`config.mk`:
```
export PLATFORM = sky130hd
export DESIGN_NAME = nmed_sweep_engine
export DESIGN_NICKNAME = d
export VERILOG_FILES = /design/src/rtl/nmed_pkg.sv /design/src/rtl/nmed_delay_line.sv /design/src/rtl/nmed_sweep_engine.sv
export SDC_FILE = /design/constraint.sdc
export NUM_CORES = 1
export LEC_CHECK = 0
export ABC_AREA = 1
export BUFFER_PORTS_ARGS = -buffer_cell sky130_fd_sc_hd__buf_2
export CELL_PAD_IN_SITES_DETAIL_PLACEMENT = 0
export CELL_PAD_IN_SITES_GLOBAL_PLACEMENT = 1
export CORE_MARGIN = 4
export CORE_UTILIZATION = 45
export DETAILED_ROUTE_END_ITERATION = 8
export GPL_TIMING_DRIVEN = 1
export PLACE_DENSITY = 0.91
export REMOVE_ABC_BUFFERS = 1
export SLEW_MARGIN = 20
export SYNTH_ARGS = -nofsm -noshare
export SYNTH_HDL_FRONTEND = slang
export SYNTH_SLANG_ARGS = --single-unit
```
`constraint.sdc`:
```
create_clock -name i_clk -period 22.4 [get_ports i_clk]
set_input_delay 3.36 -clock i_clk [delete_from_list [all_inputs] [get_ports i_clk]]
set_output_delay 3.36 -clock i_clk [all_outputs]
set_load 0.02 [all_outputs]
```
`src/rtl/nmed_pkg.sv`:
```
// Shared types and helpers for the exhaustive approximate-multiplier error sweep.
// Width helpers keep product and accumulator sizing consistent across files.
package nmed_pkg;

  typedef enum logic [1:0] {
    IDLE  = 2'd0,
    SWEEP = 2'd1,
    DRAIN = 2'd2,
    DONE  = 2'd3
  } state_t;

  // Widest product abs_diff supports; callers zero-extend into it.
  localparam int ABS_W = 32;

  function automatic int prod_width(input int width);
    return 2 * width;
  endfunction

  function automatic int sum_width(input int width);
    return 4 * width;
  endfunction

  function automatic logic [ABS_W-1:0] abs_diff(input logic [ABS_W-1:0] x,
                                                input logic [ABS_W-1:0] y);
    return (x >= y) ? (x - y) : (y - x);
  endfunction

endpackage

```
`src/rtl/nmed_delay_line.sv`:
```
// Fixed-depth register pipeline that keeps issued operands aligned with the
// multiplier-under-test latency; DEPTH = 0 degenerates to a plain wire.
module nmed_delay_line #(
  parameter int W     = 1,
  parameter int DEPTH = 0
) (
  input  logic         clk_i,
  input  logic         rst_ni,
  input  logic [W-1:0] d_i,
  output logic [W-1:0] q_o
);

  if (DEPTH == 0) begin : g_wire
    logic unused_clk_rst;
    assign unused_clk_rst = clk_i ^ rst_ni;
    assign q_o = d_i;
  end else begin : g_pipe
    logic [W-1:0] stage_q [DEPTH];

    always_ff @(posedge clk_i or negedge rst_ni) begin
      if (!rst_ni) begin
        stage_q <= '{default: '0};
      end else begin
        stage_q[0] <= d_i;
        for (int i = 1; i < DEPTH; i++) begin
          stage_q[i] <= stage_q[i-1];
        end
      end
    end

    assign q_o = stage_q[DEPTH-1];
  end

endmodule

```
`src/rtl/nmed_sweep_engine.sv`:
```
// Drives every WIDTH x WIDTH operand pair into an external multiplier and
// accumulates |ED| sum, max |ED| with its operands, and erroneous-result count.
module nmed_sweep_engine
  import nmed_pkg::*;
#(
  parameter int WIDTH   = 8,
  parameter int LATENCY = 0
) (
  input  logic                            i_clk,
  input  logic                            i_rst_n,
  input  logic                            i_start,
  output logic                            o_busy,
  output logic                            o_done,
  output logic [WIDTH-1:0]                o_a,
  output logic [WIDTH-1:0]                o_b,
  input  logic [prod_width(WIDTH)-1:0]    i_z,
  output logic [sum_width(WIDTH)-1:0]     o_sum_ed,
  output logic [prod_width(WIDTH)-1:0]    o_max_ed,
  output logic [prod_width(WIDTH):0]      o_err_count,
  output logic [WIDTH-1:0]                o_max_a,
  output logic [WIDTH-1:0]                o_max_b
);

  localparam int PW  = prod_width(WIDTH);
  localparam int SW  = sum_width(WIDTH);
  localparam int CW  = PW + 1;
  localparam int DLW = 1 + PW + 2 * WIDTH;
  localparam int DW  = (LATENCY > 1) ? $clog2(LATENCY) : 1;
  localparam logic [PW-1:0] IDX_LAST = '1;

  state_t           state_q, state_d;
  logic [PW-1:0]    idx_q, idx_d;
  logic [DW-1:0]    drain_q, drain_d;
  logic [SW-1:0]    sum_q, sum_d;
  logic [PW-1:0]    max_q, max_d;
  logic [CW-1:0]    cnt_q, cnt_d;
  logic [WIDTH-1:0] max_a_q, max_a_d;
  logic [WIDTH-1:0] max_b_q, max_b_d;

  logic             issue_v;
  logic [PW-1:0]    issue_exact;
  logic             ret_v;
  logic [PW-1:0]    ret_exact;
  logic [WIDTH-1:0] ret_a;
  logic [WIDTH-1:0] ret_b;
  logic [PW-1:0]    ed;
  logic             ed_nz;

  // The index register doubles as the operand source, so o_a/o_b naturally
  // hold their last value whenever the sweep is not advancing.
  assign o_a         = idx_q[PW-1:WIDTH];
  assign o_b         = idx_q[WIDTH-1:0];
  assign issue_v     = (state_q == SWEEP);
  assign issue_exact = {{WIDTH{1'b0}}, o_a} * {{WIDTH{1'b0}}, o_b};

  nmed_delay_line #(
    .W     (DLW),
    .DEPTH (LATENCY)
  ) u_align (
    .clk_i  (i_clk),
    .rst_ni (i_rst_n),
    .d_i    ({issue_v, issue_exact, o_a, o_b}),
    .q_o    ({ret_v, ret_exact, ret_a, ret_b})
  );

  assign ed    = PW'(abs_diff(ABS_W'(ret_exact), ABS_W'(i_z)));
  assign ed_nz = (ed != '0);

  always_comb begin
    state_d = state_q;
    idx_d   = idx_q;
    drain_d = drain_q;
    sum_d   = sum_q;
    max_d   = max_q;
    cnt_d   = cnt_q;
    max_a_d = max_a_q;
    max_b_d = max_b_q;

    case (state_q)
      IDLE: begin
        if (i_start) begin
          state_d = SWEEP;
          idx_d   = '0;
          sum_d   = '0;
          max_d   = '0;
          cnt_d   = '0;
          max_a_d = '0;
          max_b_d = '0;
        end
      end
      SWEEP: begin
        if (idx_q == IDX_LAST) begin
          state_d = (LATENCY > 0) ? DRAIN : DONE;
          drain_d = '0;
        end else begin
          idx_d = idx_q + 1'b1;
        end
      end
      DRAIN: begin
        if (drain_q == DW'(LATENCY - 1)) begin
          state_d = DONE;
        end else begin
          drain_d = drain_q + 1'b1;
        end
      end
      DONE:    state_d = IDLE;
      default: state_d = IDLE;
    endcase

    // Strict compare so the earliest pair wins a tie on max |ED|.
    if (ret_v) begin
      sum_d = sum_q + SW'(ed);
      cnt_d = cnt_q + CW'(ed_nz);
      if (ed > max_q) begin
        max_d   = ed;
        max_a_d = ret_a;
        max_b_d = ret_b;
      end
    end
  end

  always_ff @(posedge i_clk or negedge i_rst_n) begin
    if (!i_rst_n) begin
      state_q <= IDLE;
      idx_q   <= '0;
      drain_q <= '0;
      sum_q   <= '0;
      max_q   <= '0;
      cnt_q   <= '0;
      max_a_q <= '0;
      max_b_q <= '0;
    end else begin
      state_q <= state_d;
      idx_q   <= idx_d;
      drain_q <= drain_d;
      sum_q   <= sum_d;
      max_q   <= max_d;
      cnt_q   <= cnt_d;
      max_a_q <= max_a_d;
      max_b_q <= max_b_d;
    end
  end

  assign o_busy      = (state_q == SWEEP) || (state_q == DRAIN);
  assign o_done      = (state_q == DONE);
  assign o_sum_ed    = sum_q;
  assign o_max_ed    = max_q;
  assign o_err_count = cnt_q;
  assign o_max_a     = max_a_q;
  assign o_max_b     = max_b_q;

endmodule

```
Word-level counts from Yosys, hierarchy flattened. Index checks and enable logic that the tools add are counted.

Register bits after elaboration: 100. Output and inout bits: 99.

Add/subtract/negate cells: 6. Multipliers: 1. Magnitude comparators: 2. Equality and inequality tests: 8. Multiplexer cells: 29. Reduce and logical (&&, ||, !) cells: 10.

Operators with widths (count): $mux 16 (7); $mux 32 (3); $mux 8 (8); $mux 17 (3); $add 32x16->32 (1); $pmux 16 s2 (1); $sub 16x16->16 (2); $add 17x1->17 (1); $add 16x1->16 const B (1); $eq 16x16->1 const B (1); $ge 16x16->1 (1); $gt 16x16->1 (1); $mul 8x8->16 (1); $reduce_bool 16->1 (1); $pmux 2 s4 (1); $mux 2 (3); $ne 2x2->1 const B (3); $reduce_and 3->1 (2); $reduce_bool 2->1 (3); $eq 2x2->1 const B (2); $reduce_and 2->1 (2); $eq 2x1->1 const B (1); $logic_not 2->1 (1); $mux 1 (2); other kinds (4) (4).

Logic depth before layout (Yosys ltp).
Depth after elaboration: 6. Gate-level depth with buffers: 50.

Hierarchy. A second synthesis with hierarchy kept.

Cell total of the unflattened synthesis: 1438. Area, all modules: 10138.5 sq um.

By module, submodules not included: nmed_sweep_engine (instances 1, cells each 1405, area an instance 9890.7 sq um, sequential area each 2502.4 sq um); nmed_delay_line (instances 1, cells each 33, area an instance 247.7 sq um, sequential area each 0.0 sq um).

Worst setup path after synthesis. No wires, ideal clock.

Path kind: reg-to-reg. Start point: reg idx_q[6]. End point: reg sum_q[24], in the netlist o_sum_ed[24]. Setup time: 0.120 ns. Arrival time: 8.179 ns. Data required time: 22.280 ns. Path slack: 14.101 ns. Stages on the path, launching flop included: 44. Path through: dfrtp_1 clkbuf_1 clkbuf_1 nand2_1 fa_1 fa_1 inv_1 fa_1 inv_1 fa_1 inv_1 ha_1 inv_1 nor3_1 nand2_1 o211ai_1 a21o_1 a21oi_1 [... 8 more ...] nand2_4 mux2_2 xor2_1 inv_1 ha_1 inv_1 o21ai_0 nand3_1 nand2_1 nand2_1 o21ai_0 nand3_1 nand2_1 nand3_1 nor2_1 nand3_1 o21ai_0 inv_1.

Word-level cells in the longest chain between the ends: 5.

Ends and longest elaborated chain: from (decl) (RTL line nmed_sweep_engine.sv:32) `logic [PW-1:0] idx_q, idx_d;`; from (signal assigned) (RTL line nmed_sweep_engine.sv:134) `idx_q <= idx_d;`; $mul 8x8->16 * (RTL line nmed_sweep_engine.sv:54) `assign issue_exact = {{WIDTH{1'b0}}, o_a} * {{WIDTH{1'b0}}, o_b};`; $sub 16x16->16 / $ge 16x16->1 (equally long branches) (RTL line nmed_pkg.sv:25) `return (x >= y) ? (x - y) : (y - x);`; $mux 16 * (RTL line nmed_pkg.sv:25); $add 32x16->32 * (RTL line nmed_sweep_engine.sv:112) `sum_d = sum_q + SW'(ed);`; $mux 32 * (RTL line nmed_sweep_engine.sv:111) `if (ret_v) begin`; to (signal assigned) (RTL line nmed_sweep_engine.sv:136) `sum_q <= sum_d;`; to (decl) (RTL line nmed_sweep_engine.sv:34) `logic [SW-1:0] sum_q, sum_d;`.

Mark *: on every way between the ends. The rest lies on a longest branch, timed or not. A chain may end at the register's enable or synchronous reset.

Final worst setup path.
Start point: reg idx_q[6]. End point: reg max_q[5], in the netlist o_max_ed[5].

Word-level cells in the longest chain between the ends: 6.

Ends and longest elaborated chain: $mul 8x8->16 * (RTL line nmed_sweep_engine.sv:54); $sub 16x16->16 / $ge 16x16->1 (equally long branches) (RTL line nmed_pkg.sv:25); $mux 16 * (RTL line nmed_pkg.sv:25); $gt 16x16->1 (RTL line nmed_sweep_engine.sv:114) `if (ed > max_q) begin`; $mux 16 * (RTL line nmed_sweep_engine.sv:114); $mux 16 * (RTL line nmed_sweep_engine.sv:111); named net max_d[5] (RTL line nmed_sweep_engine.sv:35) `logic [PW-1:0] max_q, max_d;`; to (signal assigned) (RTL line nmed_sweep_engine.sv:137) `max_q <= max_d;`; to (decl) (RTL line nmed_sweep_engine.sv:35).

Mark *: on every way through the listed nets, which the timed path passes. The rest lies on a longest branch.

==> results.md <==
- Layout net count: 1,714
- Slowest stage delay, CP: 0.82 ns
- Commonest non-fill, non-tap cells in the layout: nand2_1, inv_1, buf_2
- RSZ-0062 raised after global routing: false
- CTS tree: built
- Comb power frac: 0.526
- Slew margin rel.: 0.296
- Placed Cells: 1,819
- DR vias/cell: 5.14
- WL/cell: 14.7 um
- HPWL Detailed: 20,900 um
- Most common cell after layout, fill and taps aside: nand2_1
- Mapped Avg Cell Area: approximately 7.0 um2
- Xor/xnor share of the synthesized area: 0.0317
- Post-cts hold buffer count: 0
- Clock transition at path regs: 0.08 ns
- Crit. End Element: flop
- Post-synthesis mux area share: 0.00306
- Clk network pwr share: 0.176
- Switching share of power: 0.497
- I/O Buffers: 117
- Syn Std Cell Area: between 0.01 and 0.015 mm2
- Synthesized flop and latch total: 100
- DR vias: 9,427
- Crit-path slowest cell: clkinv_1
- CTS Buf Count: 9
- Cell Count, Final, Fillers Out: 1,835
- Core area: 0.0221 mm2
- Mapped Cells: 1,463
- # rows: 54
- First-pass GRT wire length: 44,000 um
- Initial antenna violation count: 0
- Critical Path Most Common Cell: nand2_1
- Status: completed
- Largest net degree at the start of global routing: 73
- Worst-Margin Slew: 1.05 ns
- Final Setup Violations: 0
- Post-CTS Setup Inserts: 0
- Gr usage total: 0.216
- Worst-path fanout max: 32
- DR DRC count: 0
- Fin. max-slew vios: 0
- TNS Setup: 0 ns
- Synth area leader: dfrtp_1
- Fin. Hold Viols: 0
- Max Cap Viol: 0
- Worst skew pair latency: 0.35 ns
- Critical Path RT: 22.64 ns
- Antenna diodes: 0
- Synth area leaders: dfrtp_1, ha_1, nand2_1
- Skew final: 0.0161 ns
- Seq/Total Area, Yosys: 0.245
- Fraction of layout cells with a size suffix above 1: 0.112
- Die Span Y: 159 um
- Layout area overhead: 10.5%
- Kind of critical path: reg -> reg
- Final WL: 27,000 um
- Die area: 0.0252 mm2
- Clock root cell: clkbuf_16
- CTS H-tree lvls: 3
- Critical Path AT: 9.43 ns
- Pwr dens: around 85 mW/mm2
- Vias in the first global route: 8,940
- Dpl cell area: 0.0110 mm2
- Largest family of logic cells by synthesized area: simple AND/OR/NAND/NOR gates
- GP Congestion: 0.906
- Hold crit path type: reg -> reg
- Die width: 159 um
- Starting Density: 0.462
- Fin area: 0.0113 mm2
- Final period util: 0.410
- Sequential Power Share: 0.298
- Synth Area in Compound Gates: 0.112
- Post-synth top area share: 0.245
- Startpoint types: flop
- Initial DRC Count: between 600 and 700
- Sw Pwr: 0.479 mW
- P_int: just under 0.5 mW
- CTS Sinks: 100
- Util after Layout: 0.510
- Yosys warnings: 0
- I/O pin count: 118
- Maximum VDD drop: 0.0000736 V
- Adder-Cell Fraction of Synth Area: 0.206
- Distinct cells, synth: between 50 and 60
- Grt ovf: 0
- Clk buf depth: 2
- DRT Pass-1 Iters: 5
- Cts repair resizes: 0
- Post-DRT Antenna Nets: 0
- LEAKAGE: 6.63 nW
- Post-Synth Simple-Gate Area: 0.266
- Final min period: ~9.2 ns
- FMAX: 0.109 GHz
## critical path, delay by kind of cell (launching register included)
kind | cells | cell delay [ns]
AOI/OAI and AO/OA | 6 | 0.97
adders and majority gates | 7 | 3.09
buffers and inverters | 9 | 1.47
and+or+nand+nor | 18 | 2.37
DFF | 1 | 0.70
xor gates and xnor gates | 2 | 0.48
## final cells by class
type	count	area (um2)
fillers	2257	10800
multi-input cells	1009	6330
flip-flops and latches	100	2500
inverters	309	1160
repair buffers	121	618
well taps	280	350
clock buffers	10	239
clock inverters	6	76.3
## power by group through the flow
stage	Combinational (mW)	Sequential [mW]	Clock (mW)
3_3_place_gp	0.499	0.290	0
6_report	0.507	0.287	0.169
2_1_floorplan	0.303	0.327	0
5_1_grt	0.572	0.296	0.179
4_1_cts	0.509	0.288	0.172
3_5_place_dp	0.507	0.291	0
## per-layer routing
layer / track usage / wire [um]
met1: 0.309 / 12700
met2: 0.353 / 12400
met3: 0.0299 / 1490
met4: 0.0398 / 350
met5: 0 / 0
## through the flow
stage	setup WS (ns)	hold slack [ns]	total power, mW
after CTS	13.29	0.472	0.969
after detailed placement	13.32	0.462	0.798
after floorplan	14.25	0.505	0.630
after global routing	12.44	0.505	1.05
final	13.21	0.468	0.963
after global placement	13.69	0.450	0.790
## final timing paths
check	start	to	cells past startpoint	slack [ns]
worst max-delay path	idx_q[6]$_DFFE_PN0P_	o_max_ed[5]$_DFF_PN0_	42	13.21
worst min-delay path	o_err_count[16]$_DFFE_PN0P_	o_err_count[16]$_DFFE_PN0P_	1	0.47
worst max register to register	idx_q[6]$_DFFE_PN0P_	o_max_ed[5]$_DFF_PN0_	42	13.21
worst min register to register	o_err_count[16]$_DFFE_PN0P_	o_err_count[16]$_DFFE_PN0P_	1	0.47
max in group asynchronous	i_rst_n	o_err_count[5]$_DFFE_PN0P_	2	18.19
min in group asynchronous	i_rst_n	o_sum_ed[5]$_DFFE_PN0P_	1	2.94
## cell families after synthesis
logic type / count (synthesis)
AOI/OAI and AO/OA: 192
and+or+nand+nor: 632
adders and majority gates: 145
buffers and inverters: 354
DFF: 100
muxes: 3
xor gates and xnor gates: 37
## flip-flops by register name (all words and copies together), names as in the netlist
register / cells
o_sum_ed: 32
state_q: 2
o_err_count: 17
drain_q: 1
o_max_b: 8
o_max_ed: 16
idx_q: 16
o_max_a: 8
## Yosys cell counts, drive strengths merged
cell type and instances:
o21bai 10, o211ai 6, o31ai 4, a32o 1, nor2 99, nor3b 2, xor2 32, and2 1
nand4 18, clkinv 2, nand3 109, clkbuf 26, fa 39, o2111ai 4, a31o 2, nand3b 5
and3 1, o22ai 2, mux2 1, a31oi 6, ha 106, o21a 2, a21boi 1, xnor2 5
a211oi 1, o21ai 66, mux2i 2, nor4 3, nand2 364, dfrtp 100, nor3 27, inv 307
a21o 2, or2 3, a21oi 75, a22o 4, buf 19, a22oi 5, o31a 1
Note: power is estimated with default switching activity, not from simulation.
